**src/rtl/change_dispenser_pkg.sv**
```systemverilog
// Shared definitions for the change dispenser: total width, coin values,
// one-hot coin bit positions and FSM state encoding.
package change_dispenser_pkg;

  localparam int unsigned kTotalBits = 31;

  localparam int unsigned kCoinVal0 = 100;
  localparam int unsigned kCoinVal1 = 500;
  localparam int unsigned kCoinVal2 = 1000;

  localparam int unsigned kCoinIdx0 = 0;
  localparam int unsigned kCoinIdx1 = 1;
  localparam int unsigned kCoinIdx2 = 2;

  typedef enum logic [1:0] {
    StIdle     = 2'd0,
    StLoad     = 2'd1,
    StDispense = 2'd2,
    StDone     = 2'd3
  } state_e;

endpackage

```
**src/rtl/change_dispenser_coin_select.sv**
```systemverilog
// Combinational largest-fit coin picker: remaining amount -> one-hot coin
// select and its value. All-zero when nothing fits.
module change_dispenser_coin_select
  import change_dispenser_pkg::*;
#(
  parameter int unsigned TOTAL_BITS = kTotalBits,
  parameter int unsigned COIN_VAL0  = kCoinVal0,
  parameter int unsigned COIN_VAL1  = kCoinVal1,
  parameter int unsigned COIN_VAL2  = kCoinVal2
) (
  input  logic [TOTAL_BITS-1:0] remaining,
  output logic [2:0]            coin,
  output logic [TOTAL_BITS-1:0] coin_val
);

  always_comb begin
    coin     = '0;
    coin_val = '0;
    if (remaining >= TOTAL_BITS'(COIN_VAL2)) begin
      coin[kCoinIdx2] = 1'b1;
      coin_val        = TOTAL_BITS'(COIN_VAL2);
    end else if (remaining >= TOTAL_BITS'(COIN_VAL1)) begin
      coin[kCoinIdx1] = 1'b1;
      coin_val        = TOTAL_BITS'(COIN_VAL1);
    end else if (remaining >= TOTAL_BITS'(COIN_VAL0)) begin
      coin[kCoinIdx0] = 1'b1;
      coin_val        = TOTAL_BITS'(COIN_VAL0);
    end
  end

endmodule

```
**src/rtl/change_dispenser.sv**
```systemverilog
// Latches the running total on a return trigger and pays it out one coin at a
// time (largest first) over a valid/ready handshake, then pulses done.
module change_dispenser
  import change_dispenser_pkg::*;
#(
  parameter int unsigned TOTAL_BITS = kTotalBits,
  parameter int unsigned COIN_VAL0  = kCoinVal0,
  parameter int unsigned COIN_VAL1  = kCoinVal1,
  parameter int unsigned COIN_VAL2  = kCoinVal2
) (
  input  logic                  clk,
  input  logic                  reset,
  input  logic                  i_trigger_return,
  input  logic [TOTAL_BITS-1:0] i_total,
  input  logic                  i_coin_ready,
  output logic                  o_coin_valid,
  output logic [2:0]            o_return_coin,
  output logic                  o_busy,
  output logic                  o_done,
  output logic [TOTAL_BITS-1:0] o_remaining,
  output logic [TOTAL_BITS-1:0] o_residual
);

  state_e                  state_q, state_d;
  logic [TOTAL_BITS-1:0]   remaining_q, remaining_d;
  logic [TOTAL_BITS-1:0]   residual_q, residual_d;
  logic [2:0]              coin_q, coin_d;
  logic [TOTAL_BITS-1:0]   coin_val_q, coin_val_d;
  logic [2:0]              sel_coin;
  logic [TOTAL_BITS-1:0]   sel_val;
  logic                    fire;

  // Selection looks at next-state remaining so the coin register is already
  // correct on the cycle DISPENSE is entered or after each fire.
  change_dispenser_coin_select #(
    .TOTAL_BITS (TOTAL_BITS),
    .COIN_VAL0  (COIN_VAL0),
    .COIN_VAL1  (COIN_VAL1),
    .COIN_VAL2  (COIN_VAL2)
  ) u_coin_select (
    .remaining (remaining_d),
    .coin      (sel_coin),
    .coin_val  (sel_val)
  );

  assign fire = (state_q == StDispense) && i_coin_ready;

  always_comb begin
    state_d     = state_q;
    remaining_d = remaining_q;
    residual_d  = residual_q;
    unique case (state_q)
      StIdle: begin
        if (i_trigger_return) begin
          remaining_d = i_total;
          residual_d  = '0;
          state_d     = StLoad;
        end
      end
      StLoad: begin
        state_d = (remaining_q >= TOTAL_BITS'(COIN_VAL0)) ? StDispense : StDone;
      end
      StDispense: begin
        if (fire) begin
          remaining_d = remaining_q - coin_val_q;
          if (remaining_d < TOTAL_BITS'(COIN_VAL0)) state_d = StDone;
        end
      end
      StDone: begin
        residual_d  = remaining_q;
        remaining_d = '0;
        state_d     = StIdle;
      end
      default: state_d = StIdle;
    endcase
    coin_d     = (state_d == StDispense) ? sel_coin : '0;
    coin_val_d = (state_d == StDispense) ? sel_val  : '0;
  end

  always_ff @(posedge clk) begin
    if (reset) begin
      state_q     <= StIdle;
      remaining_q <= '0;
      residual_q  <= '0;
      coin_q      <= '0;
      coin_val_q  <= '0;
    end else begin
      state_q     <= state_d;
      remaining_q <= remaining_d;
      residual_q  <= residual_d;
      coin_q      <= coin_d;
      coin_val_q  <= coin_val_d;
    end
  end

  assign o_coin_valid  = (state_q == StDispense);
  assign o_return_coin = coin_q;
  assign o_busy        = (state_q != StIdle);
  assign o_done        = (state_q == StDone);
  assign o_remaining   = remaining_q;
  assign o_residual    = residual_q;

  a_no_underflow: assert property (@(posedge clk) disable iff (reset)
    fire |-> (remaining_q >= coin_val_q));

endmodule

```
**config.mk**
```make
export PLATFORM = sky130hd
export DESIGN_NAME = change_dispenser
export DESIGN_NICKNAME = d
export VERILOG_FILES = /design/src/rtl/change_dispenser_pkg.sv /design/src/rtl/change_dispenser_coin_select.sv /design/src/rtl/change_dispenser.sv
export SDC_FILE = /design/constraint.sdc
export NUM_CORES = 1
export LEC_CHECK = 0
export CAP_MARGIN = 10
export CORE_MARGIN = 2
export CORE_UTILIZATION = 51
export DETAILED_ROUTE_END_ITERATION = 7
export GPL_ROUTABILITY_DRIVEN = 0
export GPL_TIMING_DRIVEN = 0
export HOLD_SLACK_MARGIN = 0.03
export PLACE_DENSITY = 0.87
export SKIP_LAST_GASP = 1
export SLEW_MARGIN = 10
export SYNTH_ARGS = -nofsm -noshare
export SYNTH_HDL_FRONTEND = slang
export SYNTH_SLANG_ARGS = --single-unit
```
**constraint.sdc**
```tcl
create_clock -name clk -period 4.6 [get_ports clk]
set_clock_uncertainty 0.15 [all_clocks]
set_input_delay 0.46 -clock clk [delete_from_list [all_inputs] [get_ports clk]]
set_output_delay 0.46 -clock clk [all_outputs]
set_load 0.01 [all_outputs]
```
==> flow_summary.toml <==
[status]
status = "finished with violations"
failed_checks = "design-rule violations"

[timing]
period_needed_ns = 4.30
whs_ns = 0.352
fmax_ghz = 0.233
finalSetupViolations = 0
rsz0062_at_grt = "no"
slew_violations = 0
timing_hold_violations_final = 0
slew_headroom_pct = 37.4
fin_setup_tns_ns = 0
period_share_pct = 93.4
worstMarginPinSlew_ns = 0.929

[synth]
synth_cells = 547
ys_ff_latch = 70
synthesis.nets = 595
synth_edf_count = 0
ys.flop_type = "dfxtp_1"
avgSynthCellArea_sq_um = 7.91
ys_warn_count = 0
synth_cell_type_count = 79
synth_seq_area_share_pct = 32.4
async_reset_ff_share_pct = 0
synth.cell_area_sq_um = 4330

[die]
core_sq_um = 8220
die_w_um = 96.1
pin_count = 103
initial_core_util_pct = 52.7
die_h_um = 96.1
dieArea_sq_um = 9240
rows = 33

[place]
dpl.hpwl_um = 11900
io_buffers = 100

[worst_setup_path]
critPathRequiredTime_ns = 4.67
regToRegStartpoint = "state_q[0]"
path_max_fanout = 9
cp-endpoint = "o_return_coin[1]"
critPathLaunchType = "flip-flop"
critPathKind = "flip-flop to flip-flop"
crit_start = "state_q[0]"
ff2ff_setup_slack_ns = 0.30
r2r_cells = 11
worst_ep_arrival_time_ns = 4.36
crit_path_end_kind = "flip-flop"
r2r-end = "o_return_coin[1]"

[job]
cap_violations = 0

[cells_and_area]
fin_nets = 706
seq_area_sq_um = 1400
multiInputGateArea_sq_um = 2690
n_fill_cell = 678
antenna_cells = 0
drive_above_1_share_pct = 5.58
final_cell_mix = "clkdlybuf4s50_1 (100), nor2_1 (88), dfxtp_1 (70)"
area_delta_synth_final_pct = 30.6
layout_commonest_cell = "clkdlybuf4s50_1"

[hold_path]
hp-class = "flip-flop to flip-flop"

[clocking]
cts_sinks = 70
cts_buffer_depth = 2
cts_tree = "done"
cts_setup_buffers = 0
ctsHoldBuffers = 0
insertion_delay_ns = 0.35
htree_levels = 3
path_clk_slew_ns = 0.08
root_buffer = "clkbuf_8"
cts_resized = 0
numCtsBuffers = 9

[global_route]
grt_antenna_before_repair = 0
grt_pass1_vias = 4979
grt_pass1_wl_um = 25100
grtUsageTotal_pct = 35.7
overflow = 0
grt_max_degree = 13

[pwr]
power_density_nw_per_um2 = 876
p_leak_uw = 0.00208
irDropWorstVdd_mv = 0.463

[route]
routed_via_density = 6.94
drt_first_pass_iters = 8
remaining_drc_errors = 3
wl_per_cell_um = 21.0
vias = 5328
drt_iter0_markers = 971
ant_nets = 0
routed_wl_um = 16100
stage by stage:
stage / cell area [sq um] / utilization (%) / instances / power (uW) / setup WS [ns]
floorplan: 4330 / - / 547 / 3210 / 1.22
global placement: 5460 / 66.4 / 752 / 4150 / 0.621
detailed placement: 5460 / 66.4 / 752 / 4240 / 0.445
CTS: 5650 / 68.8 / 768 / 4750 / 0.411
global route: 5650 / 68.8 / 768 / 5180 / 0.215
finish: 5650 / 68.8 / 768 / 4950 / 0.305
critical path, cell delays in order (launching register included):
cell,delay [ns]
dfxtp_1,0.45
inv_1,0.10
ha_1,0.20
clkbuf_1,0.25
nor2b_1,0.26
nor3_1,0.68
nand2_1,0.30
a22oi_1,0.21
mux2i_1,0.18
nand3b_1,0.27
or4b_2,0.69
nor4_1,0.42
power breakdown:
part	internal (uW)	leakage [uW]	switching, uW
Sequential	713	0.000568	171
Combinational	1300	0.00142	2280
Clock	252	0.0000899	242
layout make-up:
| type | instances | share of cell area (%) |
|---|---|---|
| tap | 105 | 2.33 |
| inverter | 17 | 1.13 |
| clock buffer | 11 | 2.33 |
| multi-input combinational | 419 | 47.5 |
| sequential | 70 | 24.8 |
| buffer | 41 | 3.12 |
| timing repair buffer | 100 | 17.7 |
| clock inverter | 5 | 1.04 |
flip-flops by register name, summed over array words and instances, names as in the netlist:
register,flops
o_remaining,31
o_residual,31
coin_val_q,4
o_return_coin,2
state_q,2
layer usage:
metal	wire, um	GRT usage [%]	up-vias
met1	5790	45.2	2430
met4	1070	20.4	0
li1	-	-	2300
met5	0	0	-
met2	6980	54.9	461
met3	2300	9.08	137
cell usage after synthesis (3+ instances only):
library cell	count	share of area (%)
o41ai_1	3	0.61
nand4_1	9	1.3
clkbuf_1	33	2.9
mux2i_1	3	0.69
a222oi_1	5	1.2
nor2_1	88	7.6
nor4b_1	3	0.61
nand3b_1	3	0.52
a22oi_1	43	7.5
nor2b_1	9	1.3
nand3_1	15	1.7
buf_4	3	0.52
nor3_1	13	1.5
and3_1	3	0.43
a31oi_1	6	0.87
a2bb2oi_1	5	1.0
a211oi_1	3	0.52
dfxtp_1	70	32
a221oi_1	8	1.6
o21ai_0	20	2.3
a311o_1	3	0.69
nor4_1	11	1.6
a221o_1	3	0.69
o211ai_1	7	1.2
ha_1	12	3.5
nand2b_1	7	1.0
or3_1	7	1.0
xor2_1	5	1.0
xnor2_1	3	0.61
or4_1	6	1.0
and2_1	3	0.43
a21o_1	6	1.0
a2111oi_0	3	0.61
a21oi_1	26	3.0
nand2_1	31	2.7
inv_1	17	1.5
logic make-up after synthesis:
| kind of cell | after synthesis | share of synthesized area (%) |
|---|---|---|
| XOR/XNOR | 8 | 1.62 |
| multiplexers | 4 | 0.954 |
| AND/OR/NAND/NOR | 221 | 25.7 |
| flip-flops | 70 | 32.4 |
| adder cells (fa/ha/maj) | 13 | 3.93 |
| buffers and inverters | 58 | 5.55 |
| AO/OA/AOI/OAI | 173 | 29.9 |
worst min path at each step:
stage / start / endpoint / cells past startpoint
CTS: o_residual[10] / o_residual[10] / 2
global route: o_residual[25] / o_residual[25] / 2
floorplan: o_residual[16] / o_residual[16] / 2
finish: o_residual[20] / o_residual[20] / 2
global placement: o_residual[25] / o_residual[25] / 2
detailed placement: o_residual[10] / o_residual[10] / 2
Power figures use the tool's default switching activity.
